File: config.mk
export PLATFORM = sky130hd
export DESIGN_NAME = rx_word_packer
export DESIGN_NICKNAME = d
export VERILOG_FILES = /design/src/rtl/rx_word_packer_pkg.sv /design/src/rtl/rx_word_packer_fifo.sv /design/src/rtl/rx_word_packer.sv
export SDC_FILE = /design/constraint.sdc
export NUM_CORES = 1
export LEC_CHECK = 0
export CAP_MARGIN = 30
export CORE_MARGIN = 2
export CORE_UTILIZATION = 50
export DETAILED_ROUTE_END_ITERATION = 8
export GPL_TIMING_DRIVEN = 0
export PLACE_DENSITY_LB_ADDON = 0.3
export SYNTH_ARGS = -nofsm -noshare
export SYNTH_HDL_FRONTEND = slang
export SYNTH_SLANG_ARGS = --single-unit
export TNS_END_PERCENT = 10
File: constraint.sdc
create_clock -name clk -period 3 [get_ports clk]
set_input_delay 0.45 -clock clk [delete_from_list [all_inputs] [get_ports clk]]
set_output_delay 0.45 -clock clk [all_outputs]
set_load 0.03 [all_outputs]
File: src/rtl/rx_word_packer_pkg.sv
// Shared constants, FSM state type and byte-insertion helper for the
// receive-side word packer.
package rx_word_packer_pkg;

  localparam int BYTE_W     = 8;
  localparam int WORD_BYTES = 4;
  localparam int WORD_W     = BYTE_W * WORD_BYTES;

  // Comma/idle symbol shared with the serializer/deserializer benches
  localparam logic [BYTE_W-1:0] COMMA_SYM = 8'hBC;

  typedef enum logic {
    IDLE = 1'b0,
    PACK = 1'b1
  } packState_t;

  // Places a byte into a word at the given byte index; index 0 is the
  // first received byte and lands in the most significant byte.
  function automatic logic [WORD_W-1:0] insertByte(
    input logic [WORD_W-1:0] word,
    input logic [1:0]        idx,
    input logic [BYTE_W-1:0] b
  );
    logic [WORD_W-1:0] res;
    res = word;
    case (idx)
      2'd0:    res[31:24] = b;
      2'd1:    res[23:16] = b;
      2'd2:    res[15:8]  = b;
      default: res[7:0]   = b;
    endcase
    return res;
  endfunction

endpackage

File: src/rtl/rx_word_packer_fifo.sv
// Synchronous FIFO holding completed words. Full/empty are derived from an
// occupancy counter; a push while full is accepted only when a pop frees
// the head slot on the same edge.
module word_fifo import rx_word_packer_pkg::*; #(
  parameter int WIDTH = 32,
  parameter int DEPTH = 4,
  localparam int AW = $clog2(DEPTH),
  localparam int CW = AW + 1
) (
  input  logic             clk,
  input  logic             reset,
  input  logic             push,
  input  logic [WIDTH-1:0] din,
  input  logic             pop,
  output logic [WIDTH-1:0] dout,
  output logic             full,
  output logic             empty,
  output logic [CW-1:0]    count
);

  localparam logic [AW-1:0] PTR_ONE  = AW'(1);
  localparam logic [CW-1:0] CNT_ONE  = CW'(1);
  localparam logic [CW-1:0] FULL_CNT = CW'(DEPTH);

  logic [WIDTH-1:0] r_mem [DEPTH];
  logic [AW-1:0]    r_wrPtr;
  logic [AW-1:0]    r_rdPtr;
  logic [CW-1:0]    r_count;
  logic             w_doPush;
  logic             w_doPop;

  assign empty    = (r_count == '0);
  assign full     = (r_count == FULL_CNT);
  assign count    = r_count;
  assign w_doPop  = pop && !empty;
  assign w_doPush = push && reset && (!full || w_doPop);
  assign dout     = empty ? '0 : r_mem[r_rdPtr];

  // Storage write; contents are don't-care until counted as occupied
  always_ff @(posedge clk) begin
    if (w_doPush) begin
      r_mem[r_wrPtr] <= din;
    end
  end

  // Pointer and occupancy bookkeeping, both pointers wrap modulo DEPTH
  always_ff @(posedge clk) begin
    if (!reset) begin
      r_wrPtr <= '0;
      r_rdPtr <= '0;
      r_count <= '0;
    end else begin
      if (w_doPush) r_wrPtr <= r_wrPtr + PTR_ONE;
      if (w_doPop)  r_rdPtr <= r_rdPtr + PTR_ONE;
      case ({w_doPush, w_doPop})
        2'b10:   r_count <= r_count + CNT_ONE;
        2'b01:   r_count <= r_count - CNT_ONE;
        default: r_count <= r_count;
      endcase
    end
  end

endmodule

File: src/rtl/rx_word_packer.sv
// Packs the deserializer's byte stream into 32-bit words (first byte in the
// MSB), queues them in a small FIFO, and reports fragments and overflow.
module rx_word_packer import rx_word_packer_pkg::*; #(
  parameter int FIFO_DEPTH = 4,
  parameter int CNT_W      = 16
) (
  input  logic              clk,
  input  logic              reset,
  input  logic [BYTE_W-1:0] data_in,
  input  logic              valid_in,
  output logic [WORD_W-1:0] out_data,
  output logic              out_valid,
  input  logic              out_ready,
  output logic              frag_err,
  output logic              overflow,
  output logic [CNT_W-1:0]  word_cnt
);

  localparam int FCW = $clog2(FIFO_DEPTH) + 1;

  packState_t        r_state;
  logic [1:0]        r_idx;
  logic [WORD_W-1:0] r_asm;
  logic              r_fragErr;
  logic              r_overflow;
  logic [CNT_W-1:0]  r_wordCnt;

  logic              w_push;
  logic              w_pop;
  logic [WORD_W-1:0] w_word;
  logic              w_full;
  logic              w_empty;
  logic [FCW-1:0]    w_unusedCount;

  assign w_push    = (r_state == PACK) && valid_in && (r_idx == 2'd3);
  assign w_word    = insertByte(r_asm, 2'd3, data_in);
  assign out_valid = !w_empty;
  assign w_pop     = out_valid && out_ready;
  assign frag_err  = r_fragErr;
  assign overflow  = r_overflow;
  assign word_cnt  = r_wordCnt;

  word_fifo #(
    .WIDTH (WORD_W),
    .DEPTH (FIFO_DEPTH)
  ) u_fifo (
    .clk   (clk),
    .reset (reset),
    .push  (w_push),
    .din   (w_word),
    .pop   (w_pop),
    .dout  (out_data),
    .full  (w_full),
    .empty (w_empty),
    .count (w_unusedCount)
  );

  // Byte-assembly FSM: collects four valid bytes, drops a partial word on a gap
  always_ff @(posedge clk) begin
    if (!reset) begin
      r_state   <= IDLE;
      r_idx     <= 2'd0;
      r_asm     <= '0;
      r_fragErr <= 1'b0;
    end else begin
      r_fragErr <= 1'b0;
      case (r_state)
        IDLE: begin
          if (valid_in) begin
            r_asm   <= insertByte('0, 2'd0, data_in);
            r_idx   <= 2'd1;
            r_state <= PACK;
          end
        end
        PACK: begin
          if (!valid_in) begin
            r_fragErr <= 1'b1;
            r_idx     <= 2'd0;
            r_asm     <= '0;
            r_state   <= IDLE;
          end else if (r_idx == 2'd3) begin
            r_idx   <= 2'd0;
            r_asm   <= '0;
            r_state <= IDLE;
          end else begin
            r_asm <= insertByte(r_asm, r_idx, data_in);
            r_idx <= r_idx + 2'd1;
          end
        end
        default: r_state <= IDLE;
      endcase
    end
  end

  // Word counter and sticky overflow flag, driven by the push outcome
  always_ff @(posedge clk) begin
    if (!reset) begin
      r_overflow <= 1'b0;
      r_wordCnt  <= '0;
    end else if (w_push) begin
      if (!w_full || w_pop) begin
        r_wordCnt <= r_wordCnt + CNT_W'(1);
      end else begin
        r_overflow <= 1'b1;
      end
    end
  end

endmodule

==> qor.log <==
INFO  critical_path  worst-r2r-cell-count=9
INFO  logic_synthesis synth_top_family_by_area=multiplexers
INFO  clock_network  cts_made_buffers=17
INFO  power_and_ir_drop finalPower=5.28mW
INFO  floorplan      floorplan.io_pins=63
INFO  floorplan      die_area=15,400um^2
INFO  logic_synthesis synth_top_cells_by_area=sky130_fd_sc_hd__edfxtp_1, sky130_fd_sc_hd__dfxtp_1, sky130_fd_sc_hd__mux4_2
INFO  clock_network  worst_setup_hold_path_clk_slew=0.06ns
INFO  placement      place_ws=-0.222ns
INFO  logic_synthesis synth-edff-count=128
INFO  logic_synthesis ys_ff_latch=182
INFO  critical_path  r2r-end=u_fifo.count[2]
INFO  logic_synthesis synth_sequential_area_ratio=68.4%
INFO  layout         finish.utilization=62.5%
INFO  clock_network  clock_tree.htree_level_count=4
INFO  critical_path  worstSetupPathDepth=4
INFO  floorplan      start_util=51.5%
INFO  logic_synthesis synth_cells=465
INFO  logic_synthesis synth.largest_area_cell=sky130_fd_sc_hd__edfxtp_1
INFO  global_route   gr-usage-all-layers=20.5%
INFO  min_path       min_path_cells=2
INFO  logic_synthesis synthAdderAreaFrac=1.84%
INFO  global_route   grt_overflow_total=0
INFO  critical_path  critical_path_required=2.55ns
INFO  critical_path  worst_r2r_startpoint=u_fifo.count[0]
INFO  global_route   pin_count_of_the_biggest_net_entering_global_routing=33
INFO  sta            post-route-period-util=97.5%
INFO  layout         final_layout_size_suffix_gt1_share=15.2%
INFO  logic_synthesis synth.area.mux_share=12.4%
INFO  sta            timing.final.ws_setup=0.0760ns
INFO  critical_path  rrSetupSlack=0.30ns
INFO  placement      gpl.final_weighted_congestion=0.772
INFO  critical_path  path_cells=or3_1, clkbuf_1, and2_1, clkdlybuf4s50_1
INFO  placement      io_buffers=61
INFO  critical_path  crit_path_end=out_data[17]
INFO  routing        vias_per_cell=5.62
INFO  critical_path  startpoint=u_fifo.count[0]
INFO  logic_synthesis synth_flop_cell=sky130_fd_sc_hd__edfxtp_1
INFO  routing        initialDrtViolationCount=287
INFO  sta            timing.final.setup_violations=0
INFO  sta            period_minus_slack=2.92ns
INFO  clock_network  post_cts_buffers=0
INFO  clock_network  cts_hold_buf=0
INFO  clock_network  clk_tree_root_cell=sky130_fd_sc_hd__clkbuf_16
INFO  critical_path  path_class=reg2out
INFO  clock_network  clk-insertion-delay-late=0.42ns
INFO  logic_synthesis netlist-cell-type-count=43
INFO  critical_path  cpMaxStageDelayCell=sky130_fd_sc_hd__clkdlybuf4s50_1
INFO  floorplan      placement_rows=43
INFO  sta            clock.fmax=0.342GHz
INFO  logic_synthesis synth.cell_area=7200um^2
INFO  routing        via_count=4,149
INFO  logic_synthesis syn-num-nets=487
INFO  logic_synthesis synth_commonest_cells=sky130_fd_sc_hd__edfxtp_1, sky130_fd_sc_hd__dfxtp_1, sky130_fd_sc_hd__and2_1
INFO  global_route   vias_in_the_first_global_route=4,296
INFO  logic_synthesis postSynthAreaPerCell=15.5um^2
INFO  power_and_ir_drop powerDensity=603nW/um^2
INFO  placement      detailedPlacementHpwl=9160um
INFO  power_and_ir_drop leakage=2.88nW
INFO  layout         finish.instance_area=8750um^2
INFO  routing        first_pass_iters=4
INFO  sta            finClkSkew=0.00540ns
INFO  sta            hold_viol_final=0
INFO  floorplan      die_w=124um
INFO  clock_network  cts_tree=built
INFO  job            cap_violations=0
INFO  critical_path  cp_max_fo=10
INFO  layout         fin_nets=567
INFO  sta            grt_setup_unrepaired=true
INFO  critical_path  cpLargestDelayFamily=buffers and inverters
INFO  clock_network  cts.sinks=182
INFO  sta            hold_slack=0.366ns
INFO  routing        detail_route.drc_violations=0
INFO  critical_path  crit_path_max_incr_delay=0.67ns
INFO  logic_synthesis async_flop_share=0%
INFO  logic_synthesis synth_top_cell_area_share=53.4%
INFO  clock_network  clockBufferDepth=2
INFO  logic_synthesis synthesis.yosys.warnings=0
INFO  routing        overall_routed_net_length=14,700um
INFO  status         status=complete, no violations
INFO  logic_synthesis post_synth_and_or_nand_nor_area_fraction=10.1%
INFO  sta            worst_slew_margin_rel=38.6%
INFO  logic_synthesis most_numerous_cell_in_the_yosys_netlist=sky130_fd_sc_hd__edfxtp_1
INFO  floorplan      coreArea=14,000um^2
INFO  sta            timing_max_transition_violations_final=0
INFO  critical_path  crit_end_element=output port
INFO  routing        drt-wirelength-per-cell=19.9um
INFO  power_and_ir_drop vdd_ir_drop_max=0.000384V
INFO  layout         antenna-diode-count=0
INFO  logic_synthesis synth_compound_area_share=4.06%
INFO  sta            max_slew.worst_pin.slew=0.922ns
INFO  min_path       worstHoldPathType=in2reg
INFO  critical_path  worst_ep_arrival_time=2.47ns
INFO  global_route   grt_first_pass_wirelength=23,100um
INFO  routing        postRouteAntennaNets=0
INFO  critical_path  cp.buffers_inverters=2
INFO  critical_path  critPathLaunchType=flip-flop
INFO  logic_synthesis synth_xor_area_share=1.22%
INFO  placement      placed_cell_area=8080um^2
INFO  layout         syn2layout_area_growth=21.5%
INFO  floorplan      floorplan.die.height=124um
INFO  global_route   antenna_found_initial=0
==> state kept, by name, indices dropped and copies added (netlist names), named ones only <==
| signal | flops |
|---|---|
| frag_err | 1 |
| overflow | 1 |
| r_asm | 24 |
| r_idx | 2 |
| r_state | 1 |
| u_fifo.count | 3 |
| u_fifo.r_mem | 128 |
| u_fifo.r_rdPtr | 2 |
| u_fifo.r_wrPtr | 2 |
| word_cnt | 16 |
==> per-stage QoR <==
stage / setup TNS [ns] / cells
global route: -0.738 / 738
detailed placement: -0.222 / 708
finish: 0 / 738
CTS: 0 / 738
global placement: -65.99 / 706
floorplan: 0 / 465
==> placed cells by master, fill, tap and decap left out, types with 3 or more instances in the layout <==
master / instances
sky130_fd_sc_hd__xor2_1: 5
sky130_fd_sc_hd__nand2_1: 9
sky130_fd_sc_hd__mux2i_1: 17
sky130_fd_sc_hd__and2_1: 43
sky130_fd_sc_hd__a21boi_0: 8
sky130_fd_sc_hd__o21ai_0: 9
sky130_fd_sc_hd__a31oi_1: 8
sky130_fd_sc_hd__inv_1: 10
sky130_fd_sc_hd__clkbuf_2: 5
sky130_fd_sc_hd__bufinv_16: 6
sky130_fd_sc_hd__clkdlybuf4s50_1: 61
sky130_fd_sc_hd__a21oi_1: 14
sky130_fd_sc_hd__or4_1: 5
sky130_fd_sc_hd__buf_4: 4
sky130_fd_sc_hd__o31ai_1: 3
sky130_fd_sc_hd__clkbuf_16: 17
sky130_fd_sc_hd__or3_1: 7
sky130_fd_sc_hd__buf_2: 4
sky130_fd_sc_hd__mux4_2: 32
sky130_fd_sc_hd__dfxtp_1: 53
sky130_fd_sc_hd__and3_2: 4
sky130_fd_sc_hd__ha_1: 9
sky130_fd_sc_hd__nor2_1: 39
sky130_fd_sc_hd__xnor2_1: 5
sky130_fd_sc_hd__edfxtp_1: 128
sky130_fd_sc_hd__clkinv_2: 4
sky130_fd_sc_hd__nand3_1: 7
sky130_fd_sc_hd__and3_1: 4
sky130_fd_sc_hd__clkbuf_1: 8
==> cell type report <==
class	count	area, um^2
Fill cell	1036	5240
Sequential cell	182	4930
Multi-Input combinational cell	248	2140
Timing Repair Buffer	63	651
Clock buffer	17	425
Clock inverter	15	233
Tap cell	180	225
Buffer	23	113
Inverter	10	37.5
==> how the worst min path moves through the flow <==
| stage | slack [ns] | to | start |
|---|---|---|---|
| after floorplan | 0.45 | u_fifo.r_mem[0][24] | r_asm[24] |
| after global placement | 0.47 | u_fifo.r_mem[0][11] | r_asm[11] |
| after detailed placement | 0.47 | overflow | overflow |
| after CTS | 0.35 | r_idx[0] | valid_in |
| after global routing | 0.37 | r_idx[0] | valid_in |
| final | 0.37 | r_idx[0] | valid_in |
==> metal layers <==
layer  vias to the layer above  GRT usage (%)  wire (um)
met3                        23           4.76        567
met2                       102           34.4       7480
met5                         -              0          0
met1                      2111           25.9       6370
li1                       1913              -          -
met4                         0           8.29        274
==> timing repair <==
action,in CTS,in global routing
resized for setup,9,0
pin swaps,0,0
endpoints found under the setup margin,31,14
==> power by group <==
part / internal, mW / switching [mW]
Sequential: 2.69 / 0.0168
Combinational: 0.0432 / 0.0664
Clock: 1.55 / 0.909
==> cell families (layout without fill, tap and decap cells) <==
kind of cell,Yosys count,in the layout
flip-flops,182,182
AO/OA/AOI/OAI,48,48
buffers and inverters,35,128
adder cells (fa/ha/maj),10,10
multiplexers,49,49
XOR/XNOR,10,10
AND/OR/NAND/NOR,131,131
(Power assumes the default switching activity.)
